<file path="src/rtl/seg_msg_pkg.sv">
// seg_msg_pkg: shared FSM state type and default message length for seg_msg_sequencer
package seg_msg_pkg;
  localparam int MSG_LEN_DEF = 14;
  typedef enum logic [1:0] {MANUAL, AUTO, PAUSED} state_t;
endpackage

</file>
<file path="src/rtl/btn_debounce.sv">
// btn_debounce: 2-flop synchronizer, stable-level debouncer and rising-edge press pulse
module btn_debounce #(
  parameter int DB_CYCLES = 50000
) (
  input  logic clk,
  input  logic rst,
  input  logic btn_i,
  output logic press_o
);
  localparam int W = $clog2(DB_CYCLES + 1);
  localparam logic [W-1:0] LAST = W'(DB_CYCLES - 1);
  logic s1, s2, lvl, done;
  logic [W-1:0] cnt;
  assign done = (s2 != lvl) && (cnt == LAST);
  always_ff @(posedge clk) begin
    if (rst) begin
      s1 <= 1'b0;
      s2 <= 1'b0;
      lvl <= 1'b0;
      cnt <= '0;
      press_o <= 1'b0;
    end else begin
      s1 <= btn_i;
      s2 <= s1;
      cnt <= (s2 == lvl || done) ? '0 : cnt + 1'b1;
      lvl <= done ? s2 : lvl;
      press_o <= done & s2;
    end
  end
endmodule

</file>
<file path="src/rtl/seg_msg_sequencer.sv">
// seg_msg_sequencer: message index stepper with manual presses and optional auto scroll.
// Auto scroll (AUTO/PAUSED states and timer) is built only when AUTO_SCROLL_EN is defined.
module seg_msg_sequencer
  import seg_msg_pkg::*;
#(
  parameter int MSG_LEN = MSG_LEN_DEF,
  parameter int DB_CYCLES = 50000,
  parameter int SCROLL_DIV = 12000000
) (
  input  logic       clk,
  input  logic       rst,
  input  logic       btn_i,
  input  logic       mode_i,
  input  logic       pause_i,
  output logic [3:0] index_o,
  output logic       step_o,
  output logic       busy_o
);
  localparam logic [3:0] LAST_IDX = 4'(MSG_LEN - 1);
  logic press, adv;
  logic [3:0] idx_next;
  btn_debounce #(.DB_CYCLES(DB_CYCLES)) u_db (
    .clk(clk),
    .rst(rst),
    .btn_i(btn_i),
    .press_o(press)
  );
  assign idx_next = (index_o == LAST_IDX) ? 4'd0 : index_o + 4'd1;
  always_ff @(posedge clk) begin
    if (rst) begin
      index_o <= 4'd0;
      step_o <= 1'b0;
    end else begin
      index_o <= adv ? idx_next : index_o;
      step_o <= adv;
    end
  end
`ifdef AUTO_SCROLL_EN
  localparam int TW = $clog2(SCROLL_DIV);
  localparam logic [TW-1:0] TC = TW'(SCROLL_DIV - 1);
  state_t state, nxt;
  logic [TW-1:0] timer;
  logic tick, tc;
  always_comb begin
    nxt = !mode_i ? MANUAL : (state == MANUAL || !pause_i) ? AUTO : PAUSED;
  end
  // the timer only runs on cycles that stay in AUTO, so a pause freezes it exactly
  assign tick = (state == AUTO) && (nxt == AUTO);
  assign tc = timer == TC;
  assign adv = press | (tick & tc);
  assign busy_o = state == AUTO;
  always_ff @(posedge clk) begin
    if (rst) begin
      state <= MANUAL;
      timer <= '0;
    end else begin
      state <= nxt;
      timer <= (nxt == MANUAL || (state == AUTO && press) || (tick && tc)) ? '0
             : tick ? timer + 1'b1 : timer;
    end
  end
`else
  logic unused_cfg;
  assign unused_cfg = mode_i ^ pause_i;
  assign adv = press;
  assign busy_o = 1'b0;
`endif
endmodule

</file>
<file path="config.mk">
export PLATFORM = sky130hd
export DESIGN_NAME = seg_msg_sequencer
export DESIGN_NICKNAME = d
export VERILOG_FILES = /design/src/rtl/seg_msg_pkg.sv /design/src/rtl/btn_debounce.sv /design/src/rtl/seg_msg_sequencer.sv
export SDC_FILE = /design/constraint.sdc
export NUM_CORES = 1
export LEC_CHECK = 0
export BUFFER_PORTS_ARGS = -buffer_cell sky130_fd_sc_hd__buf_2
export CELL_PAD_IN_SITES_DETAIL_PLACEMENT = 1
export CELL_PAD_IN_SITES_GLOBAL_PLACEMENT = 2
export CORE_MARGIN = 4
export CORE_UTILIZATION = 32
export CTS_CLUSTER_SIZE = 28
export DETAILED_ROUTE_END_ITERATION = 10
export PLACE_DENSITY = 0.78
export RECOVER_POWER = 50
export SYNTH_ARGS = -nofsm -noshare
export SYNTH_HDL_FRONTEND = slang
export SYNTH_SLANG_ARGS = --single-unit
export TNS_END_PERCENT = 30
</file>
<file path="constraint.sdc">
create_clock -name clk -period 1.31 [get_ports clk]
set_input_delay 0.1965 -clock clk [delete_from_list [all_inputs] [get_ports clk]]
set_output_delay 0.1965 -clock clk [all_outputs]
set_load 0.01 [all_outputs]
</file>
* After elaboration in Yosys (flattened, before gate mapping)
Index checks and enable logic that the tools add are counted.
W data, S select, Z words.
** Word-level totals
- Bits in registers :: 25
- Bits in latches :: 0
- RAM bits :: 0
- Memory bits (read-only) :: 0
- Output and inout bits :: 6
- Logic and storage cells :: 18
- Memories :: 0
** Cells by class
- Add/subtract/negate cells :: 2
- Multiply operators :: 0
- Divide/modulo/power cells :: 0
- Order comparisons :: 0
- Eq/ne operators :: 4
- Shift-type cells :: 0
- Mux-type cells :: 1
- Bitwise operators :: 1
- Reductions and logical operators :: 3
** Operator list (count)
- $add A16 B1 Y16 const B :: 1
- $eq A16 B16 Y1 const B :: 1
- $add A4 B1 Y4 const B :: 1
- $eq A4 B4 Y1 const B :: 1
- $mux W4 :: 1
- $reduce_or A2 Y1 :: 1
- $and A1 B1 Y1 :: 1
- $eq A1 B1 Y1 :: 1
- $logic_and A1 B1 Y1 :: 1
- $logic_or A1 B1 Y1 :: 1
- $ne A1 B1 Y1 :: 1

* Longest topological paths before layout
Gate-level depths: netlist (run 1).
- Depth after elaboration :: 4
- Depth in mapped cells :: 6

* Hierarchy
Synthesis (run 1) repeated with hierarchy kept, for this count alone.
** Unflattened totals
- Cells, all modules :: 110
- Area, all modules :: 1116.1 um^2
** Modules (own cells, without submodules)
- btn_debounce :: instances 1, cells each 89, area an instance 889.6 um^2, sequential area each 400.4 um^2
- seg_msg_sequencer :: instances 1, cells each 21, area an instance 226.5 um^2, sequential area each 100.1 um^2

* Least setup slack after synthesis (run 1)
Ideal clock, no wire load.
- Path kind :: register to register
- Start point :: register u_db.cnt[0]
- End point :: register u_db.cnt[4]
- Library setup time :: 0.115 ns
- Arrival time :: 1.344 ns
- Setup slack :: -0.149 ns
- Cell stages (with the launch flop) :: 7
- Period minus slack after synthesis :: 1.459 ns
- Path through :: dfxtp_1 ha_1 nand3_2 or2_4 o21ai_4 buf_6 nor2_1
** Between the ends
- Cells in the longest elaborated chain, start to end :: 4
- Elaborated cells between the ends (all ways) :: 5
- Classes of those cells :: 1 x add/sub; 1 x eq/ne; 3 x reduce/logical
** RTL lines
- from (decl) :: RTL line btn_debounce.sv:13 : logic [W-1:0] cnt;
- from (signal assigned) :: RTL line btn_debounce.sv:25 : cnt <= (s2 == lvl || done) ? '0 : cnt + 1'b1;
- branches (longest 4 deep; another with $add A16 B1 Y16)
Parallel ways; which one is timed is not known.
A chain may end at the register's enable or synchronous reset.

* Final worst setup path (run 1)
- Start point :: register u_db.cnt[0]
- End point :: register u_db.cnt[13]
Same word-level chain as after synthesis.

==> results of run 1 <==
## cell usage after synthesis (all sizes together), types with 2 or more instances
master,count
nand4,5
a21oi,3
nand2,4
inv,3
dfxtp,25
o21ai,2
buf,3
a211oi,2
nor3,5
nor2,24
nor2b,3
xnor2,15
and3,2
nor4b,2
nor4,5
nand3,7
## repair_timing
action | 4_1_cts | 5_1_grt
pin swaps | 3 | 1
buffers inserted | 1 | 0
setup endpoints to repair | 15 | 18
gates resized for setup | 2 | 6
cloned | 0 | 0
## logic make-up (layout without fill, tap and decap cells)
family | after synthesis | in the layout
adder cells (fa/ha/maj) | 1 | 1
flip-flops | 25 | 25
buffers and inverters | 6 | 32
other | 1 | 1
XOR/XNOR | 16 | 16
AO/OA/AOI/OAI | 8 | 8
AND/OR/NAND/NOR | 59 | 59
## flip-flops by register name (all words and copies together), names as in the netlist
name,count
u_db.cnt,16
u_db.lvl,1
u_db.press_o,1
u_db.s2,1
step_o,1
index_o,4
u_db.s1,1
## critical path: cells and delay by family, from the launching register on
kind	cells	cell delay, ps
AO/OA/AOI/OAI	1	160
adder cells (fa/ha/maj)	1	150
buffers and inverters	1	160
flip-flops	1	380
AND/OR/NAND/NOR	3	450
## layout make-up
cell class	instances	area share [%]
Sequential cell	25	36.8
Inverter	3	0.816
Multi-Input combinational cell	85	43.5
Tap cell	44	3.99
Clock buffer	3	1.63
Timing Repair Buffer	25	12.9
Clock inverter	1	0.363
## routing by layer
metal	wire length, um	global-route usage [%]	up-vias
met2	1100	21.1	7
met1	1130	15.1	409
met4	49	6.09	0
met3	48	2.04	5
li1	-	-	446
met5	0	0	-
## through the flow
| step | std cells | TNS [ps] | utilization, % | hold WS (ps) |
|---|---|---|---|---|
| global placement | 181 | -478 | 41.6 | 407 |
| detailed placement | 181 | -1210 | 41.6 | 416 |
| finish | 186 | -1060 | 43.8 | 65.2 |
| CTS | 186 | -1310 | 43.0 | 51.8 |
| floorplan | 116 | -157 | - | 325 |
| global route | 186 | -2250 | 43.8 | 75.0 |
## worst max-delay path by stage
stage	to	cells past startpoint	slack, ps
finish	u_db.cnt[13]	6	-80
global route	u_db.cnt[14]	5	-150
CTS	u_db.cnt[9]	6	-100
detailed placement	u_db.cnt[12]	5	-100
global placement	u_db.cnt[13]	5	-40
floorplan	u_db.cnt[0]	6	-20
## where the power goes
part	leakage [nW]	internal, mW	switching, mW
sequential	0.204	0.763	0.00216
combinational	0.210	0.0113	0.0141
clock	0.0177	0.115	0.245
total	0.432	0.889	0.262
==> metrics.md, run 1 <==
| Metric | Value |
|---|---|
| Initial antenna violation count | `0` |
| Sequential share of the synthesized area | `45.9%` |
| Worst setup path class | `flip-flop to flip-flop` |
| RR Endpoint | `u_db.cnt[13]` |
| H-tree levels | `1` |
| FF+latch area | `508 um2` |
| Violated checks | `setup timing` |
| Crit path max fanout | `15` |
| Layout cell share with drive strength beyond 1 | `between 30% and 40%` |
| YS warnings | `0` |
| GR Util All Layers | `12.4%` |
| DR vias | `867` |
| Mean Syn Cell Area | `~9.4 um2` |
| Average routed wire per standard cell | `12.5 um` |
| Hold/Removal Path Class | `primary input to flip-flop` |
| DIE HEIGHT | `about 66 um` |
| Post-synth EDFFs | `0` |
| Initial Utilization | `34.6%` |
| Largest family of logic cells by synthesized area | `simple AND/OR/NAND/NOR gates` |
| Worst path arrival time | `1630 ps` |
| Total leakage power | `0.432 nW` |
| Residual DRC | `0` |
| Hold Fails Final Rpt | `0` |
| Overall Power | `1.15 mW` |
| Min-Delay Endpoint | `u_db.s1` |
| RSZ-0062 raised after global routing | `true` |
| Worst R2R Path Depth | `6` |
| Reg2reg setup slack | `-80 ps` |
| Port Buffer Count | `7` |
| Core area | `3150 um2` |
| Fin Clk Skew | `2.31 ps` |
| Crit-path cells | `ha_4 -> nand3_4 -> or2_4 -> o21ai_4 -> buf_12 -> nor2_1` |
| Compound-Gate Fraction of Synth Area | `between 5 and 6%` |
| CTS buffer count | `3` |
| # rows | `20` |
| CTS Sinks | `25` |
| Post-layout min period | `1390 ps` |
| Vias per cell | `between 4 and 5` |
| Synth cell types | `28` |
| Synth Register Bits | `25` |
| # fillers | `392` |
| Status | `finished with violations` |
| Number of detailed-route iterations in the first pass | `2` |
| Setup ws final | `-77.3 ps` |
| DR iter-0 viols | `9` |
| GPL Wtd Cong | `0.805` |
| Number of max-cap violations | `0` |
| Synth top area cells | `dfxtp_1 (46%), xnor2_1 (12%), nor2_1 (8.3%)` |
| Place WS | `-97.6 ps` |
| Finished Cell Area | `approximately 1400 um2` |
| Fin nets | `approximately 150` |
| Die X | `about 66 um` |
| Worst Setup SP | `u_db.cnt[0]` |
| CP Capture Type | `flip-flop` |
| Clock transition at the registers of the reported paths | `roughly 140 ps` |
| Root buf cell | `clkbuf_4` |
| Skew-Pair Late Insertion Delay | `330 ps` |
| Startpoint class of the critical path | `flip-flop` |
| Synth top area share | `45.9%` |
| R2r startpoint | `u_db.cnt[0]` |
| Max clock buf depth | `2` |
| # diodes | `0` |
| Worst Hold Path Cells | `2` |
| CTS tree | `done` |
| Area Growth Syn to Fin | `26.6%` |
| Post-synthesis mux area share | `0%` |
| Fmax | `approximately 700 MHz` |
| Boundary pin count | `11` |
| Synth Area in Simple Gates | `30.7%` |
| Yosys top cell by area | `dfxtp_1` |
| Total congestion overflow | `0` |
| Crit path largest cell delay | `380 ps` |
| Synth Area in Adders | `under 10%` |
| Async SR Flop Fraction | `0%` |
| Post-synthesis net count | `122` |
| Commonest non-fill, non-tap cell in the layout | `nor2_1` |
| First-pass GRT wire length | `4110 um` |
| Die area | `4400 um2` |
| Max IR drop VDD | `0.000340 V` |
| Routed Antenna Nets | `0` |
| Number of global-route vias before repair | `892` |
| Synth Area in XOR/XNOR | `12.9%` |
| Slew Viols, Final | `0` |
| Synth Flop Type | `dfxtp_1` |
| Area of the multi-input gates | `601 um2` |
| Mapped Area | `1090 um2` |
| Worst EP required | `1550 ps` |
| Slowest-stage cell, CP | `dfxtp_4` |
| Synth Instances | `approximately 120` |
| HP Start | `btn_i` |
| Routed Wire Length | `approximately 2300 um` |
| Final Setup Violations | `15` |
| Commonest non-fill, non-tap cells in the layout | `nor2_1 (24), dfxtp_1 (21), buf_4 (16)` |
| Dpl cell area | `1310 um2` |
| Dpl hpwl | `1750 um` |
| Largest net degree at the start of global routing | `16` |
| Fin crit share | `106%` |
| Hold_buf cts | `0` |
| Power per Cell Area | `834 nW/um2` |
Note: power is estimated with default switching activity, not from simulation.
==> run 2, diff against run 1 <==
--- a/config.mk
+++ b/config.mk
@@ -14,6 +14,7 @@
 export DETAILED_ROUTE_END_ITERATION = 10
 export PLACE_DENSITY = 0.78
 export RECOVER_POWER = 50
+export SKIP_CTS_REPAIR_TIMING = 1
 export SYNTH_ARGS = -nofsm -noshare
 export SYNTH_HDL_FRONTEND = slang
 export SYNTH_SLANG_ARGS = --single-unit
==> run 2 against run 1 <==
  * The flow still finishes with violations (setup timing)
  * First-iteration DRC count rose by 22%
  * Core utilization fell by 0.71 points
  * Fmax decreased by 1.0%
  * Worst hold slack gained 1.1 ps
  * Largest power group unchanged
  * Clock skew hardly changed
  * Die area unchanged
  * Sequential power hardly changed
  * Sequential share of layout area grew 0.43 points
  * Final area shrank 1.6%
  * Via count decreased by 0.58%
  * Power decreased by 0.38%
==> metrics.md, run 2 (same netlist as run 1, synthesis figures left out) <==
| Metric | Value |
|---|---|
| Delay-heaviest family, CP | `simple AND/OR/NAND/NOR gates (unchanged)` |
| RSZ-0062 raised after global routing | `true (unchanged)` |
| Crit-path cells | `ha_4 -> nand3_4 -> or2_4 -> o21ai_4 -> buf_12 -> nor2_1 (unchanged)` |
| Regs by FF count | `u_db.cnt x16, index_o x4 (unchanged)` |
| Violated checks | `setup timing (unchanged)` |
| Logic pwr share | `2.1% (was 2.2%)` |
| Max clock buf depth | `2 (unchanged)` |
| GR Util All Layers | `12.2% (was 12.4%)` |
| # rows | `20 (unchanged)` |
| Number of detailed-route iterations in the first pass | `4 (was 2)` |
| Setup TNS Final | `-1270 ps (was -1060 ps)` |
| Average routed wire per standard cell | `12.5 um (about the same)` |
| CTS Sinks | `25 (unchanged)` |
| Crit path largest cell delay | `400 ps (was 380 ps)` |
| Status | `finished with violations (unchanged)` |
| Fin crit share | `107% (was 106%)` |
| # fillers | `392 (unchanged)` |
| Port Buffer Count | `7 (unchanged)` |
| Slew Viols, Final | `0 (unchanged)` |
| Worst Hold Path Cells | `2 (unchanged)` |
| Hold Fails Final Rpt | `0 (unchanged)` |
| Internal power | `0.888 mW (was 0.889 mW)` |
| # diodes | `0 (unchanged)` |
| CTS buffer count | `3 (unchanged)` |
| Number of global-route vias before repair | `891 (was 892)` |
| CP bufs+invs | `1 (unchanged)` |
| Residual DRC | `0 (unchanged)` |
| Core area | `3150 um2 (unchanged)` |
| Die area | `4400 um2 (unchanged)` |
| Slowest-stage cell, CP | `dfxtp_4 (unchanged)` |
| CP Capture Type | `flip-flop (unchanged)` |
| Worst path depth | `6 (unchanged)` |
| H-tree levels | `1 (unchanged)` |
| Total leakage power | `0.425 nW (was 0.432 nW)` |
| Initial antenna violation count | `0 (unchanged)` |
| Fin nets | `148 (was 149)` |
| P_sw | `0.258 mW (was 0.262 mW)` |
| Clock transition at the registers of the reported paths | `140 ps (about the same)` |
| Post-layout min period | `1400 ps (was 1390 ps)` |
| Fin Clk Skew | `1.99 ps (was 2.31 ps)` |
| DIE HEIGHT | `66.4 um (unchanged)` |
| Layout cell share with drive strength beyond 1 | `27.7% (was 31.0%)` |
| Max IR drop VDD | `0.000339 V (was 0.000340 V)` |
| Worst path arrival time | `1640 ps (was 1630 ps)` |
| Dpl hpwl | `1750 um (unchanged)` |
| Crit path max fanout | `15 (unchanged)` |
| Skew-Pair Late Insertion Delay | `330 ps (about the same)` |
| Sw Share | `22.5% (was 22.7%)` |
| Part of the power in the clock network | `31.2% (was 31.3%)` |
| Overall Power | `1.15 mW (about the same)` |
| Cells after DPL | `181 (unchanged)` |
| Area Growth Syn to Fin | `24.6% (was 26.6%)` |
| Number of max-cap violations | `0 (unchanged)` |
| DR iter-0 viols | `11 (was 9)` |
| CTS tree | `done (unchanged)` |
| Boundary pin count | `11 (unchanged)` |
| First-pass GRT wire length | `4050 um (was 4110 um)` |
| Worst EP required | `1550 ps (about the same)` |
| Final Setup Violations | `15 (unchanged)` |
| Total congestion overflow | `0 (unchanged)` |
| Root buf cell | `clkbuf_4 (unchanged)` |
| Commonest non-fill, non-tap cell in the layout | `nor2_1 (unchanged)` |
| DR vias | `862 (was 867)` |
| Setup ws final | `-91.8 ps (was -77.3 ps)` |
| Largest net degree at the start of global routing | `16 (unchanged)` |
| Flop pwr share | `66.8% (was 66.5%)` |
| Largest reg by FF count | `u_db.cnt (unchanged)` |
| Worst R2R Path Depth | `6 (unchanged)` |
| Fmax | `713 MHz (was 721 MHz)` |
| Routed Antenna Nets | `0 (unchanged)` |
| GPL Wtd Cong | `0.805 (unchanged)` |
| Routed Wire Length | `2310 um (was 2330 um)` |
| Largest register FFs | `16 (unchanged)` |
| Final non-filler cell total | `185 (was 186)` |
| Die X | `66.4 um (unchanged)` |
| Startpoint class of the critical path | `flip-flop (unchanged)` |
| Initial Utilization | `34.6% (unchanged)` |
| Power per Cell Area | `844 nW/um2 (was 834 nW/um2)` |
| Worst setup path class | `flip-flop to flip-flop (unchanged)` |
| Hold/Removal Path Class | `primary input to flip-flop (unchanged)` |
| Vias per cell | `4.66 (about the same)` |
| Commonest non-fill, non-tap cells in the layout | `nor2_1 (24), dfxtp_1 (23), xnor2_1 (15), buf_4 (15), buf_2 (6) (was nor2_1 (24), dfxtp_1 (21), buf_4 (16))` |
run 2: worst reg2reg max path: cells and delay by family, from the launching register on:
| family | cells | cell delay [ps] |
|---|---|---|
| adder cells (fa/ha/maj) | 1 | 150 |
| buffers and inverters | 1 | 160 |
| AO/OA/AOI/OAI | 1 | 170 |
| AND/OR/NAND/NOR | 3 | 450 |
| flip-flops | 1 | 400 |
run 2: layout make-up:
class                      instances  area (um2)  area share (%)
clock buffer                       3        22.5            1.66
sequential                        25         505            37.2
tap                               44        55.1            4.06
multi-input combinational         85         588            43.3
inverter                           3        11.3           0.829
clock inverter                     1        5.00           0.369
timing repair buffer              24         170            12.5
run 2: path summary, 6_finish.rpt:
kind | startpoint | endpoint | slack, ps
hold / removal | btn_i | u_db.s1 | 70
setup reg to reg | u_db.cnt[0] | u_db.cnt[9] | -90
setup / recovery | u_db.cnt[0] | u_db.cnt[9] | -90
hold reg to reg | u_db.s1 | u_db.s2 | 460
run 2: power by group through the flow:
stage	Combinational (mW)	Clock, mW	Sequential [mW]
after floorplan	0.0193	0	0.783
after global placement	0.0244	0	0.783
after detailed placement	0.0253	0	0.784
after CTS	0.0253	0.383	0.767
after global routing	0.0265	0.403	0.766
final	0.0237	0.357	0.765
run 2: metal layers:
metal | vias to the layer above | routed length, um | track usage, %
li1 | 445 | - | -
met1 | 405 | 1150 | 14.6
met2 | 7 | 1050 | 20.4
met3 | 5 | 51 | 2.21
met4 | 0 | 54 | 6.60
met5 | - | 0 | 0
run 2: metrics by stage:
stage | util [%] | worst slack [ps] | instance area (um2) | hold slack (ps)
floorplan | - | -16.1 | 1110 | 325
global placement | 41.6 | -36.9 | 1310 | 407
detailed placement | 41.6 | -97.6 | 1310 | 416
CTS | 42.5 | -124 | 1340 | 51.7
global route | 43.1 | -154 | 1360 | 75.4
finish | 43.1 | -91.8 | 1360 | 66.3
==> run 3, diff against run 2 <==
--- a/config.mk
+++ b/config.mk
@@ -5,11 +5,12 @@
 export SDC_FILE = /design/constraint.sdc
 export NUM_CORES = 1
 export LEC_CHECK = 0
+export ABC_AREA = 1
 export BUFFER_PORTS_ARGS = -buffer_cell sky130_fd_sc_hd__buf_2
 export CELL_PAD_IN_SITES_DETAIL_PLACEMENT = 1
 export CELL_PAD_IN_SITES_GLOBAL_PLACEMENT = 2
 export CORE_MARGIN = 4
-export CORE_UTILIZATION = 32
+export CORE_UTILIZATION = 29
 export CTS_CLUSTER_SIZE = 28
 export DETAILED_ROUTE_END_ITERATION = 10
 export PLACE_DENSITY = 0.78
==> run 3 against run 2 <==
  * The run now ends clean
  * Area after synthesis grew 18%
  * First-iteration DRC count rose to 3.2 times the previous value
  * Clock power up 33%
  * Non-clock buffer count fell by 8
  * Register-to-register slack gained 130 ps
  * Synthesized cell count rose by 59%
==> metrics.md, run 3 <==
| Metric | Value |
|---|---|
| Status | `finished clean (was finished with violations)` |
| Count leader, synth | `nand2_1 (was dfxtp_1)` |
| Cells after DPL | `245 (was 181)` |
| Skew-Pair Late Insertion Delay | `270 ps (was 330 ps)` |
| Crit path largest cell delay | `360 ps (was 400 ps)` |
| CTS buffer count | `3 (unchanged)` |
| Commonest non-fill, non-tap cell in the layout | `nand2_1 (was nor2_1)` |
| Fin Clk Skew | `1.28 ps (was 1.99 ps)` |
| Slowest-stage cell, CP | `dfxtp_2 (was dfxtp_4)` |
| Routed Antenna Nets | `0 (unchanged)` |
| Reg2reg setup slack | `40 ps (was -90 ps)` |
| Root buf cell | `clkbuf_8 (was clkbuf_4)` |
| Worst Setup EP | `u_db.cnt[6] (was u_db.cnt[9])` |
| Boundary pin count | `11 (unchanged)` |
| # rows | `23 (was 20)` |
| Vias per cell | `4.68 (was 4.66)` |
| DIE HEIGHT | `74.5 um (was 66.4 um)` |
| DR iter-0 viols | `35 (was 11)` |
| Largest reg by FF count | `u_db.cnt (unchanged)` |
| Slew Viols, Final | `0 (unchanged)` |
| Sequential share of the synthesized area | `39.0% (was 45.9%)` |
| Setup ws final | `35.8 ps (was -91.8 ps)` |
| Synth top area share | `39.0% (was 45.9%)` |
| YS warnings | `0 (unchanged)` |
| Worst path arrival time | `1450 ps (was 1640 ps)` |
| Largest register FFs | `16 (unchanged)` |
| GPL Wtd Cong | `0.748 (was 0.805)` |
| Dpl hpwl | `2360 um (was 1750 um)` |
| Average routed wire per standard cell | `12.7 um (was 12.5 um)` |
| Total congestion overflow | `0 (unchanged)` |
| Synth top area cells | `dfxtp_1 (39%), nand2_1 (13%), nor2_1 (8.5%) (was dfxtp_1 (46%), xnor2_1 (12%), nor2_1 (8.3%))` |
| # diodes | `0 (unchanged)` |
| Mapped Area | `1280 um2 (was 1090 um2)` |
| Commonest non-fill, non-tap cells in the layout | `nand2_1 (43), inv_1 (26), nor2_1 (23) (was nor2_1 (24), dfxtp_1 (23), xnor2_1 (15), buf_4 (15), buf_2 (6))` |
| Worst setup path class | `flip-flop to flip-flop (unchanged)` |
| Total leakage power | `0.597 nW (was 0.425 nW)` |
| Post-layout min period | `1270 ps (was 1400 ps)` |
| Overall Power | `1.27 mW (was 1.15 mW)` |
| Yosys top cell by area | `dfxtp_1 (unchanged)` |
| Largest net degree at the start of global routing | `14 (was 16)` |
| Met1 usage | `14.9% (was 14.6%)` |
| Area Growth Syn to Fin | `22.0% (was 24.6%)` |
| Met3 Use GR | `2.43% (was 2.21%)` |
| Delay-heaviest family, CP | `simple AND/OR/NAND/NOR gates (unchanged)` |
| Layout cell share with drive strength beyond 1 | `24.9% (was 27.7%)` |
| Hold Fails Final Rpt | `0 (unchanged)` |
| CTS Sinks | `25 (unchanged)` |
| Die X | `74.5 um (was 66.4 um)` |
| Residual DRC | `0 (unchanged)` |
| DR vias | `1175 (was 862)` |
| Startpoint class of the critical path | `flip-flop (unchanged)` |
| Die area | `5550 um2 (was 4400 um2)` |
| Mean Syn Cell Area | `6.97 um2 (was 9.39 um2)` |
| Power per Cell Area | `812 nW/um2 (was 844 nW/um2)` |
| Met2 GRT Util | `21.2% (was 20.4%)` |
| Worst R2R Path Depth | `6 (unchanged)` |
| Routed Wire Length | `3180 um (was 2310 um)` |
| Worst path depth | `6 (unchanged)` |
| Async SR Flop Fraction | `0% (unchanged)` |
| Post-synth EDFFs | `0 (unchanged)` |
| Fin crit share | `97.3% (was 107%)` |
| Synth Register Bits | `25 (unchanged)` |
| Most used routing layer | `met2 (unchanged)` |
| Final Setup Violations | `0 (was 15)` |
| First-pass GRT wire length | `5270 um (was 4050 um)` |
| Fmax | `785 MHz (was 713 MHz)` |
| Regs by FF count | `u_db.cnt x16, index_o x4 (unchanged)` |
| Worst hold slack | `122 ps (was 66.3 ps)` |
| Synth Flop Type | `dfxtp_1 (unchanged)` |
| Max IR drop VDD | `0.000492 V (was 0.000339 V)` |
| Core area | `4140 um2 (was 3150 um2)` |
| Fin nets | `208 (was 148)` |
| Top cells by count, synth | `nand2_1 (46), nor2_1 (29), inv_1 (26), dfxtp_1 (25), nand3_1 (13) (was dfxtp_1 (25), nor2_1 (24), xnor2_1 (15), nand4_1 (5), nor3_1 (5))` |
| H-tree levels | `1 (unchanged)` |
| Initial antenna violation count | `0 (unchanged)` |
| Setup TNS Final | `0 ps (was -1270 ps)` |
| CP Capture Type | `flip-flop (unchanged)` |
| Synth cell types | `28 (unchanged)` |
| CTS tree | `done (unchanged)` |
| GR Util All Layers | `12.1% (was 12.2%)` |
| Initial Utilization | `30.9% (was 34.6%)` |
| RR Endpoint | `u_db.cnt[6] (was u_db.cnt[9])` |
| Clock transition at the registers of the reported paths | `90 ps (was 140 ps)` |
| Port Buffer Count | `7 (unchanged)` |
| Number of global-route vias before repair | `1187 (was 891)` |
| Post-synthesis net count | `190 (was 122)` |
| Worst Setup SP | `u_db.cnt[0] (unchanged)` |
| RSZ-0062 raised after global routing | `true (unchanged)` |
| R2r startpoint | `u_db.cnt[0] (unchanged)` |
| Max clock buf depth | `2 (unchanged)` |
| Hold/Removal Path Class | `primary input to flip-flop (unchanged)` |
| CP bufs+invs | `1 (unchanged)` |
| Place WS | `-70.2 ps (was -97.6 ps)` |
| Synth Instances | `184 (was 116)` |
| Number of max-cap violations | `0 (unchanged)` |
| Crit path max fanout | `5 (was 15)` |
| Worst EP required | `1480 ps (was 1550 ps)` |
| Final non-filler cell total | `251 (was 185)` |
| Number of detailed-route iterations in the first pass | `4 (unchanged)` |
| Crit-path cells | `ha_4 -> nand3_4 -> nor2_4 -> buf_4 -> xnor2_1 -> nor2_2 (was ha_4 -> nand3_4 -> or2_4 -> o21ai_4 -> buf_12 -> nor2_1)` |
-- run 3: worst min path at each step --
| stage | start | endpoint | slack [ps] | cells past startpoint |
|---|---|---|---|---|
| CTS | btn_i | u_db.s1 | 130 | 3 |
| global route | btn_i | u_db.s1 | 140 | 3 |
| floorplan | rst | u_db.s1 | 270 | 1 |
| finish | btn_i | u_db.s1 | 120 | 3 |
| detailed placement | btn_i | u_db.s1 | 410 | 3 |
| global placement | u_db.s1 | u_db.s2 | 400 | 2 |
-- run 3: area by class of cell --
cell class	instances	area, um2
Tap cell	50	62.6
Fill cell	541	2580
Sequential cell	25	508
Clock buffer	4	45.0
Inverter	27	101
Timing Repair Buffer	16	109
Multi-Input combinational cell	129	738
-- run 3: kinds of logic (layout without fill, tap and decap cells) --
kind of cell	count (synthesis)	count (layout)	synth area share [%]
simple gates	110	111	38.7
buf+inv	31	47	10.3
flops	25	25	39.0
compound gates	9	9	5.85
xor+xnor	7	7	4.78
fa+ha+maj	1	1	0.975
other cells	1	1	0.292
-- run 3: metal layers --
metal  wire [um]  share of wire (%)
met4          35                1.1
met2        1610                 50
met1        1460                 46
met5           0                  0
met3          79                2.5
-- run 3: worst register-to-register path, delay by kind of cell (launching register included) --
family                   cells  cell delay (ps)
buffers and inverters        1              140
AND/OR/NAND/NOR              3              390
flip-flops                   1              360
XOR/XNOR                     1              120
adder cells (fa/ha/maj)      1              160
-- run 3: report_power, final --
group	internal (mW)	leakage [nW]	total (mW)	switching (mW)
registers	0.763	0.205	0.766	0.00264
clock network	0.218	0.0228	0.475	0.257
logic	0.0110	0.370	0.0298	0.0188
total	0.992	0.597	1.27	0.278
-- run 3: through the flow --
| stage | cell area [um2] | utilization (%) |
|---|---|---|
| after floorplan | 1280 | - |
| after global placement | 1420 | 34.3 |
| after detailed placement | 1420 | 34.3 |
| after CTS | 1470 | 35.4 |
| after global routing | 1560 | 37.7 |
| final | 1560 | 37.7 |
